**config.mk**
```make
export PLATFORM = sky130hd
export DESIGN_NAME = bnn_frame_ctrl_flat
export DESIGN_NICKNAME = d
export VERILOG_FILES = /design/src/rtl/bnn_io_pkg.sv /design/src/rtl/bnn_frame_ctrl_if.sv /design/src/rtl/bnn_argmax_scan.sv /design/src/rtl/bnn_frame_ctrl.sv /design/src/flat_wrapper.sv
export SDC_FILE = /design/constraint.sdc
export NUM_CORES = 1
export LEC_CHECK = 0
export CAP_MARGIN = 20
export CORE_MARGIN = 10
export CORE_UTILIZATION = 30
export CTS_CLUSTER_SIZE = 30
export DETAILED_ROUTE_END_ITERATION = 6
export GPL_TIMING_DRIVEN = 0
export PLACE_DENSITY = 0.53
export REMOVE_ABC_BUFFERS = 1
export SETUP_SLACK_MARGIN = 0.05
export SLEW_MARGIN = 10
export SYNTH_ARGS = -nofsm -noshare
export SYNTH_HDL_FRONTEND = slang
export SYNTH_HIERARCHICAL = 1
export SYNTH_SLANG_ARGS = --single-unit
```
**constraint.sdc**
```tcl
create_clock -name clk_i -period 4 [get_ports clk_i]
set_clock_uncertainty 0.2 [all_clocks]
set_input_delay 0.8 -clock clk_i [delete_from_list [all_inputs] [get_ports clk_i]]
set_output_delay 0.8 -clock clk_i [all_outputs]
set_load 0.02 [all_outputs]
```
**src/rtl/bnn_io_pkg.sv**
```systemverilog
// Shared constants, types and FSM states for the BNN frame controller.
// Default geometry: 8x8 binary image, ten signed 5-bit class scores.
package bnn_io_pkg;

   localparam int ROWS          = 8;
   localparam int COLS          = 8;
   localparam int CLASSES       = 10;
   localparam int SCORE_W       = 5;
   localparam int SETTLE_CYCLES = 2;
   localparam int CLS_W         = $clog2(CLASSES);

   typedef logic signed [SCORE_W-1:0] score_t;

   typedef logic [0:0][ROWS-1:0][COLS-1:0] img_t;

   typedef logic [CLASSES-1:0][SCORE_W-1:0] scores_t;

   typedef enum logic [1:0] {
      LOAD,
      SETTLE,
      SCAN,
      DONE
   } state_e;

endpackage

```
**src/rtl/bnn_frame_ctrl_if.sv**
```systemverilog
// Row-in and result-out valid/ready channels of the frame controller.
// master: image source / result sink.  slave: the controller itself.
interface bnn_frame_ctrl_if #(
   parameter int COLS    = bnn_io_pkg::COLS,
   parameter int CLS_W   = bnn_io_pkg::CLS_W,
   parameter int SCORE_W = bnn_io_pkg::SCORE_W
);

   logic               row_valid;
   logic               row_ready;
   logic [COLS-1:0]    row_data;

   logic               res_valid;
   logic               res_ready;
   logic [CLS_W-1:0]   res_class;
   logic [SCORE_W-1:0] res_score;

   modport master (
      output row_valid,
      output row_data,
      input  row_ready,
      input  res_valid,
      input  res_class,
      input  res_score,
      output res_ready
   );

   modport slave (
      input  row_valid,
      input  row_data,
      output row_ready,
      output res_valid,
      output res_class,
      output res_score,
      input  res_ready
   );

endinterface

```
**src/rtl/bnn_argmax_scan.sv**
```systemverilog
// Sequential argmax, one class per cycle, strict > so ties keep lowest index.
// Ports: clk_i, rst_ni, start_i, scores_i, done_o, class_o, score_o.
module bnn_argmax_scan #(
   parameter int CLASSES = 10,
   parameter int SCORE_W = 5,
   parameter int CLS_W   = $clog2(CLASSES)
) (
   input  logic                            clk_i,
   input  logic                            rst_ni,
   input  logic                            start_i,
   input  logic [CLASSES-1:0][SCORE_W-1:0] scores_i,
   output logic                            done_o,
   output logic [CLS_W-1:0]                class_o,
   output logic [SCORE_W-1:0]              score_o
);

   localparam logic [CLS_W-1:0] LAST = CLS_W'(CLASSES - 1);

   logic                      active_q, active_d;
   logic [CLS_W-1:0]          idx_q, idx_d;
   logic signed [SCORE_W-1:0] best_q, best_d;
   logic [CLS_W-1:0]          bidx_q, bidx_d;
   logic signed [SCORE_W-1:0] cand;

   assign cand = scores_i[idx_q];

   always_comb begin
      active_d = active_q;
      idx_d    = idx_q;
      best_d   = best_q;
      bidx_d   = bidx_q;
      done_o   = 1'b0;
      if (start_i) begin
         active_d = 1'b1;
         idx_d    = '0;
      end else if (active_q) begin
         // index 0 seeds the running best unconditionally
         if (idx_q == '0 || cand > best_q) begin
            best_d = cand;
            bidx_d = idx_q;
         end
         if (idx_q == LAST) begin
            active_d = 1'b0;
            idx_d    = '0;
            done_o   = 1'b1;
         end else begin
            idx_d = idx_q + 1'b1;
         end
      end
   end

   always_ff @(posedge clk_i or negedge rst_ni) begin
      if (!rst_ni) begin
         active_q <= 1'b0;
         idx_q    <= '0;
         best_q   <= '0;
         bidx_q   <= '0;
      end else begin
         active_q <= active_d;
         idx_q    <= idx_d;
         best_q   <= best_d;
         bidx_q   <= bidx_d;
      end
   end

   assign class_o = bidx_q;
   assign score_o = best_q;

endmodule

```
**src/rtl/bnn_frame_ctrl.sv**
```systemverilog
// Frame controller: assembles rows into img_o, settles, snapshots score_i,
// argmaxes it and returns class/score.  Ports: clk_i, rst_ni, bus (slave),
// img_o, score_i, busy_o.
module bnn_frame_ctrl #(
   parameter int ROWS          = 8,
   parameter int COLS          = 8,
   parameter int CLASSES       = 10,
   parameter int SCORE_W       = 5,
   parameter int SETTLE_CYCLES = 2
) (
   input  logic                             clk_i,
   input  logic                             rst_ni,
   bnn_frame_ctrl_if.slave                  bus,
   output logic [0:0][ROWS-1:0][COLS-1:0]   img_o,
   input  logic [CLASSES-1:0][SCORE_W-1:0]  score_i,
   output logic                             busy_o
);

   import bnn_io_pkg::*;

   localparam int RW  = (ROWS > 1) ? $clog2(ROWS) : 1;
   localparam int SW  = (SETTLE_CYCLES > 1) ? $clog2(SETTLE_CYCLES) : 1;
   localparam int CW  = $clog2(CLASSES);
   localparam logic [RW-1:0] LAST_ROW = RW'(ROWS - 1);
   localparam logic [SW-1:0] LAST_SET = SW'(SETTLE_CYCLES - 1);

   state_e                          state_q, state_d;
   logic [RW-1:0]                   r_q, r_d;
   logic [SW-1:0]                   s_q, s_d;
   logic [0:0][ROWS-1:0][COLS-1:0]  img_q;
   logic [CLASSES-1:0][SCORE_W-1:0] scores_q;

   logic row_hs;
   logic snap;
   logic scan_done;

   assign row_hs = bus.row_valid && (state_q == LOAD);
   // snapshot and scan start share the last settle edge
   assign snap   = (state_q == SETTLE) && (s_q == LAST_SET);

   always_comb begin
      state_d = state_q;
      r_d     = r_q;
      s_d     = s_q;
      unique case (state_q)
         LOAD: begin
            if (row_hs) begin
               r_d = r_q + 1'b1;
               if (r_q == LAST_ROW) begin
                  state_d = SETTLE;
                  r_d     = '0;
                  s_d     = '0;
               end
            end
         end
         SETTLE: begin
            if (s_q == LAST_SET) begin
               state_d = SCAN;
               s_d     = '0;
            end else begin
               s_d = s_q + 1'b1;
            end
         end
         SCAN: begin
            if (scan_done) begin
               state_d = DONE;
            end
         end
         DONE: begin
            if (bus.res_ready) begin
               state_d = LOAD;
               r_d     = '0;
            end
         end
         default: begin
            state_d = LOAD;
         end
      endcase
   end

   always_ff @(posedge clk_i or negedge rst_ni) begin
      if (!rst_ni) begin
         state_q  <= LOAD;
         r_q      <= '0;
         s_q      <= '0;
         img_q    <= '0;
         scores_q <= '0;
      end else begin
         state_q <= state_d;
         r_q     <= r_d;
         s_q     <= s_d;
         // first row lands in the MSB row
         if (row_hs) begin
            img_q[0][LAST_ROW - r_q] <= bus.row_data;
         end
         if (snap) begin
            scores_q <= score_i;
         end
      end
   end

   bnn_argmax_scan #(
      .CLASSES (CLASSES),
      .SCORE_W (SCORE_W),
      .CLS_W   (CW)
   ) u_scan (
      .clk_i    (clk_i),
      .rst_ni   (rst_ni),
      .start_i  (snap),
      .scores_i (scores_q),
      .done_o   (scan_done),
      .class_o  (bus.res_class),
      .score_o  (bus.res_score)
   );

   assign img_o         = img_q;
   assign bus.row_ready = (state_q == LOAD);
   assign bus.res_valid = (state_q == DONE);
   assign busy_o        = (state_q != LOAD);

endmodule

```
**src/flat_wrapper.sv**
```systemverilog
// flat-port wrapper written by rule: the top's interface ports become plain ports
module bnn_frame_ctrl_flat import bnn_io_pkg::*;
#(
   parameter int ROWS          = 8,
   parameter int COLS          = 8,
   parameter int CLASSES       = 10,
   parameter int SCORE_W       = 5,
   parameter int SETTLE_CYCLES = 2
)
  (clk_i, rst_ni, img_o, score_i, busy_o, bus_row_valid, bus_row_data, bus_row_ready, bus_res_valid, bus_res_class, bus_res_score, bus_res_ready);
  bnn_frame_ctrl_if #(.COLS(COLS), .SCORE_W(SCORE_W)) bus_i ();
  input  logic clk_i;
  input  logic rst_ni;
  output logic [0:0][ROWS-1:0][COLS-1:0] img_o;
  input  logic [CLASSES-1:0][SCORE_W-1:0] score_i;
  output logic busy_o;
  input wire logic [$bits(bus_i.row_valid)-1:0] bus_row_valid;
  input wire logic [$bits(bus_i.row_data)-1:0] bus_row_data;
  output wire logic [$bits(bus_i.row_ready)-1:0] bus_row_ready;
  output wire logic [$bits(bus_i.res_valid)-1:0] bus_res_valid;
  output wire logic [$bits(bus_i.res_class)-1:0] bus_res_class;
  output wire logic [$bits(bus_i.res_score)-1:0] bus_res_score;
  input wire logic [$bits(bus_i.res_ready)-1:0] bus_res_ready;
  assign bus_i.row_valid = bus_row_valid;
  assign bus_i.row_data = bus_row_data;
  assign bus_row_ready = bus_i.row_ready;
  assign bus_res_valid = bus_i.res_valid;
  assign bus_res_class = bus_i.res_class;
  assign bus_res_score = bus_i.res_score;
  assign bus_i.res_ready = bus_res_ready;
  bnn_frame_ctrl #(.ROWS(ROWS), .COLS(COLS), .CLASSES(CLASSES), .SCORE_W(SCORE_W), .SETTLE_CYCLES(SETTLE_CYCLES)) u_core (.clk_i(clk_i), .rst_ni(rst_ni), .bus(bus_i), .img_o(img_o), .score_i(score_i), .busy_o(busy_o));
endmodule
```
# Word level (Yosys, flattened, before mapping)
# Cells that the tools add are included.
[op_classes]
bitwise_logic = 1
eq_ne = 10
n_shift = 0
div = 0
order_cmp = 4
muxes = 28
reduce_logical = 14
multipliers = 0
add_sub_neg = 4
[ops]
columns = ["cell", "n"]
rows = [
  ["$bwmux W64", 1],
  ["$demux W8 S3", 1],
  ["$bmux W5 S4", 1],
  ["$mux W4", 3],
  ["$mux W2", 5],
  ["$ne A2 B1 Y1 const B", 5],
  ["$mux W1", 9],
  ["$mux W3", 3],
  ["$reduce_and A3 Y1", 3],
  ["$mux W8", 1],
  ["$pmux W2 S4", 1],
  ["$reduce_bool A2 Y1", 4],
  ["$pmux W3 S2", 1],
  ["$gt A5 B5 Y1", 1],
  ["$lt A4 B5 Y1 const B", 1],
  ["$mux W5", 1],
  ["$reduce_and A5 Y1", 1],
  ["$add A4 B1 Y4 const B", 1],
  ["$eq A2 B2 Y1 const B", 2],
  ["$eq A4 B4 Y1 const B", 1],
  ["$logic_not A4 Y1", 1],
  ["$lt A3 B4 Y1 const B", 1],
  ["$add A3 B1 Y3 const B", 1],
  ["$eq A3 B3 Y1 const B", 1],
  ["other kinds (9)", 11],
]
[totals]
in_bits = 62
memories = 0
ramBits = 0
rom_bits = 0
ff_bits = 134
out_inout_bits = 76
elab_cells = 86
latchBits = 0

# Logic depth before layout (Yosys ltp)
[logic_depth]
ltp_word = 6
ltp_mapped = 10
mapped_depth_nobuf = 9

# By module
# The synthesis kept the hierarchy.
[modules_own_cells]
columns = ["mod", "seq_area_each_um2", "n_inst", "cells_each", "area_per_inst_um2"]
rows = [
  ["bnn_frame_ctrl", 3002.9, 1, 289, 4707.0],
  ["bnn_argmax_scan", 350.3, 1, 102, 1248.7],
]

# Worst setup path before layout
# Ideal clock, no wire load.
[synth_timing]
path_type = "flip-flop to flip-flop"
startpoint = "register u_core.u_scan.idx_q[0]"
endpoint = "register u_core.u_scan.bidx_q[0] (netlist: u_core/u_scan/class_o[0])"
n_path_buf = 2
arrival_ps = 2840
path_stages_with_launch = 11
setup_ps = 125
setup_slack_ps = 835
period_less_slack_ps = 3165
cell_sequence = "dfrtp_1 -> buf_6 -> buf_6 -> mux4_2 -> a22oi_1 -> nand2_1 -> ha_1 -> nor2_2 -> a2111oi_4 -> a211oi_4 -> mux2_4"
[synth_via]
elab_chain_len = 5
elab_cells_between_ends = 6
classes_between = "1 x order compare; 2 x mux; 3 x reduce/logical"
[synth_lines]
columns = ["element", "line_no", "source"]
rows = [
  ["start: declaration", "bnn_argmax_scan.sv:20", "logic [CLS_W-1:0] idx_q, idx_d;"],
  ["start signal: assignment", "bnn_argmax_scan.sv:60", "idx_q <= idx_d;"],
  ["$bmux W5 S4", "bnn_argmax_scan.sv:25", "assign cand = scores_i[idx_q];"],
  ["$mux W5 (implied by the code)", "bnn_argmax_scan.sv:25", ""],
  ["named net u_core.u_scan.cand[4]", "bnn_argmax_scan.sv:23", "logic signed [SCORE_W-1:0] cand;"],
  ["$gt A5 B5 Y1", "bnn_argmax_scan.sv:38", "if (idx_q == '0 || cand > best_q) begin"],
  ["$logic_or A1 B1 Y1", "bnn_argmax_scan.sv:38", ""],
  ["$reduce_and A3 Y1 (no source line)", "-", ""],
  ["end signal: assignment", "bnn_argmax_scan.sv:62", "bidx_q <= bidx_d;"],
  ["end: declaration", "bnn_argmax_scan.sv:22", "logic [CLS_W-1:0] bidx_q, bidx_d;"],
]
# The timed path passes the listed nets, and every way through them passes these cells. The select of a mux whose other input is x is not followed.
# A chain may end at the register's enable or synchronous reset.

# Worst setup path in the final report
[layout_timing]
startpoint = "register u_core.u_scan.idx_q[0]"
endpoint = "register u_core.u_scan.bidx_q[1] (netlist: u_core/u_scan/class_o[1])"
# The elaborated chain is that of the path after synthesis.

==> results.cfg <==
[run_status]
status = completed

[critical_path]
cp-end-kind = register
r2r_start = u_core/u_scan/idx_q[0]
startpoint_type = register
worstPathMaxFanout = 20
r2r_slack_ns = 0.32
arrival_ns = 3.78
worstPathRequired_ns = 4.10
criticalPathCategory = reg2reg
worstRegToRegCells = 8
rr_endpoint = u_core/u_scan/class_o[1]

[synthesis]
ys_seq_elements = 134
ys_warn_count = 6
yosys.cell_types.count = 46
synth_edf_count = 0
synth_area_leader_cell = dfrtp_1
ys_seq_area_frac = 0.563
synthFlopType = dfrtp_1
synth_area_leaders = dfrtp_1, mux2_2, mux4_2, ha_1, mux2_4
syn_avg_cell_area_sq_um = 15.2
synthesis.area_sq_mm = 0.00596
synth_top_area_share = 0.563
syn_inst = 391
synthArstFlopShare = 1.00

[route]
drt_iter0_drc = 157
via_per_inst = 4.59
vias = 3744
drtAntennaViolNets = 0
first_pass_iters = 5
drc_errors = 0
routedWlPerCell_um = 18.4
routed_wl_um = 15000

[timing]
tightest_slew_ns = 0.764
hold_viol = 0
fin_crit_ns = 3.68
drv_slew = 0
rsz0062_at_grt = false
finalSetupViolCount = 0
max_clock_freq_ghz = 0.272
slew_headroom = 0.491
worst_slack_ns = 0.321
hold-worst-slack_ns = 0.156
period_share = 0.920

[cells_and_area]
fin_cells = 815
syn2layout_area_growth_pct = 38.3
drive_above_1_share = 0.353
fillers = 1817
register_area_sq_mm = 0.00335
multi_input_area_sq_mm = 0.00248
num_antenna_cells = 0
fin_nets = 613

[placed_design]
portBuffers = 137
placedCellCount = 783
place_hpwl_um = 11200
place_ws_ns = -0.0954
gp_congestion = 0.753

[power_and_ir_drop]
power_density_mw_per_mm2 = 913
finalPower_w = 0.00752
ir_worst_vdd_mv = 0.379
leakage_nw = 3.49

[clock_tree]
clk_latency_ns = 0.42
clk_root_buffer_cell = clkbuf_16
cts.sinks = 134
htreeDepth = 4
post_cts_buffers = 0
clk_pin_slew_ns = 0.06
cts_max_path_buffers = 2
cts_tree = done
numCtsBuffers = 17

[floorplan]
num_rows = 51
die-area_sq_mm = 0.0259
io_pins = 138
die_y_um = 161
initial_utilization = 0.305
core_sq_mm = 0.0195
die_x_um = 161

[grt]
antenna_found_initial = 0
grt.overflow.total = 0
grt_pass1_wl_um = 23600
grt_pass1_vias = 4109
grt_max_degree = 72
gr-usage-all-layers = 0.118

[run]
maxCapViolCount = 0

[hold_path]
hold_class = in2async
==> state kept, by name (all words and copies together) (netlist names) <==
signal                  cells
u_core/state_q              2
u_core/u_scan/idx_q         4
u_core/s_q                  1
u_core/scores_q            50
u_core/r_q                  3
u_core/u_scan/class_o       4
u_core/img_o               64
u_core/u_scan/score_o       5
u_core/u_scan/active_q      1
==> final cells by class <==
class / count / area share
multi-input cells: 234 / 0.301
clock buffers: 18 / 0.0533
clock inverters: 14 / 0.0213
inverters: 11 / 0.00501
well taps: 265 / 0.0402
repair buffers: 139 / 0.172
flip-flops and latches: 134 / 0.407
==> Yosys cell counts (all sizes together) (2+ instances only) <==
master / n
inv: 11
nand2: 15
o2bb2ai: 3
nand3: 3
nand3b: 3
ha: 14
dfrtp: 134
buf: 12
a21boi: 2
o21ai: 5
and3: 2
a22oi: 4
nand2b: 6
nor3b: 3
a21oi: 7
mux2: 129
nor2: 10
nor3: 2
mux4: 10
==> routing by layer <==
| layer | part of all wire | GRT usage | vias to the layer above |
|---|---|---|---|
| met5 | 0 | 0 | - |
| met4 | 0.019 | 0.0525 | 0 |
| met3 | 0.042 | 0.0345 | 21 |
| met2 | 0.51 | 0.196 | 91 |
| met1 | 0.43 | 0.139 | 1904 |
| li1 | - | - | 1728 |
==> repair_timing <==
item | CTS | global route
hold buffers | 0 | 0
resized for setup | 1 | 0
endpoints found under the setup margin | 9 | 0
==> worst max-delay path by stage <==
stage	startpoint	end	slack, ns	depth (start not counted)
3_5_place_dp	u_core/u_scan/idx_q[0]	u_core/u_scan/class_o[1]	-0.1	8
3_3_place_gp	rst_ni	u_core/u_scan/class_o[1]	-3.39	1
5_1_grt	u_core/u_scan/idx_q[0]	u_core/u_scan/class_o[1]	0.11	8
6_report	u_core/u_scan/idx_q[0]	u_core/u_scan/class_o[1]	0.32	8
2_1_floorplan	u_core/state_q[1]	u_core/u_scan/class_o[0]	0.55	7
4_1_cts	u_core/u_scan/idx_q[0]	u_core/u_scan/class_o[1]	0.28	8
==> stage by stage <==
step | setup TNS [ns] | cell area, sq um | utilization
final | 0 | 8240 | 0.422
after global routing | 0 | 8240 | 0.422
after CTS | 0 | 8240 | 0.422
after detailed placement | -0.684 | 7620 | 0.390
after global placement | -455.34 | 7570 | 0.388
after floorplan | 0 | 5870 | -
==> where the power goes <==
part           switching, W  internal [W]  total (W)
clock              0.000598       0.00100    0.00160
sequential         0.000468       0.00202    0.00249
combinational       0.00152       0.00192    0.00344
==> placed cells by master, fill, tap and decap left out, types with 2 or more instances in the layout <==
| master | synthesis | layout |
|---|---|---|
| a21oi_1 | 7 | 7 |
| a21boi_0 | 2 | 2 |
| mux2_4 | 8 | 8 |
| nor2_1 | 4 | 4 |
| clkinv_4 | 0 | 4 |
| ha_1 | 14 | 14 |
| nor2_2 | 5 | 5 |
| inv_6 | 0 | 2 |
| clkinvlp_4 | 0 | 3 |
| nand2b_1 | 5 | 5 |
| dfrtp_1 | 134 | 133 |
| nand2_2 | 1 | 2 |
| nor3b_2 | 2 | 2 |
| mux2_2 | 120 | 120 |
| clkbuf_16 | 0 | 17 |
| clkdlybuf4s50_1 | 0 | 136 |
| nand3b_1 | 2 | 2 |
| inv_1 | 11 | 11 |
| mux4_2 | 10 | 10 |
| and3_1 | 2 | 2 |
| nor3_4 | 2 | 2 |
| nand3_1 | 2 | 2 |
| nand2_1 | 14 | 13 |
| a22oi_1 | 4 | 4 |
| o21ai_0 | 5 | 5 |
| bufinv_16 | 0 | 3 |
| clkinv_2 | 0 | 2 |
| o2bb2ai_1 | 3 | 3 |
==> cell families after synthesis <==
kind of cell / count (synthesis) / synth area share
buffers and inverters: 23 / 0.0214
flip-flops: 134 / 0.563
AO/OA/AOI/OAI: 29 / 0.0401
AND/OR/NAND/NOR: 51 / 0.0576
multiplexers: 140 / 0.288
adder cells (fa/ha/maj): 14 / 0.0294
==> worst max-delay path, stage by stage (launching register included) <==
cell and delay (ns):
dfrtp_2 0.76, mux4_2 0.61, a22oi_1 0.25, nand2_1 0.12, ha_1 0.32, nor2_2 0.19
a2111oi_4 0.08, a211oi_4 0.66, mux2_4 0.35
Power figures use the tool's default switching activity.
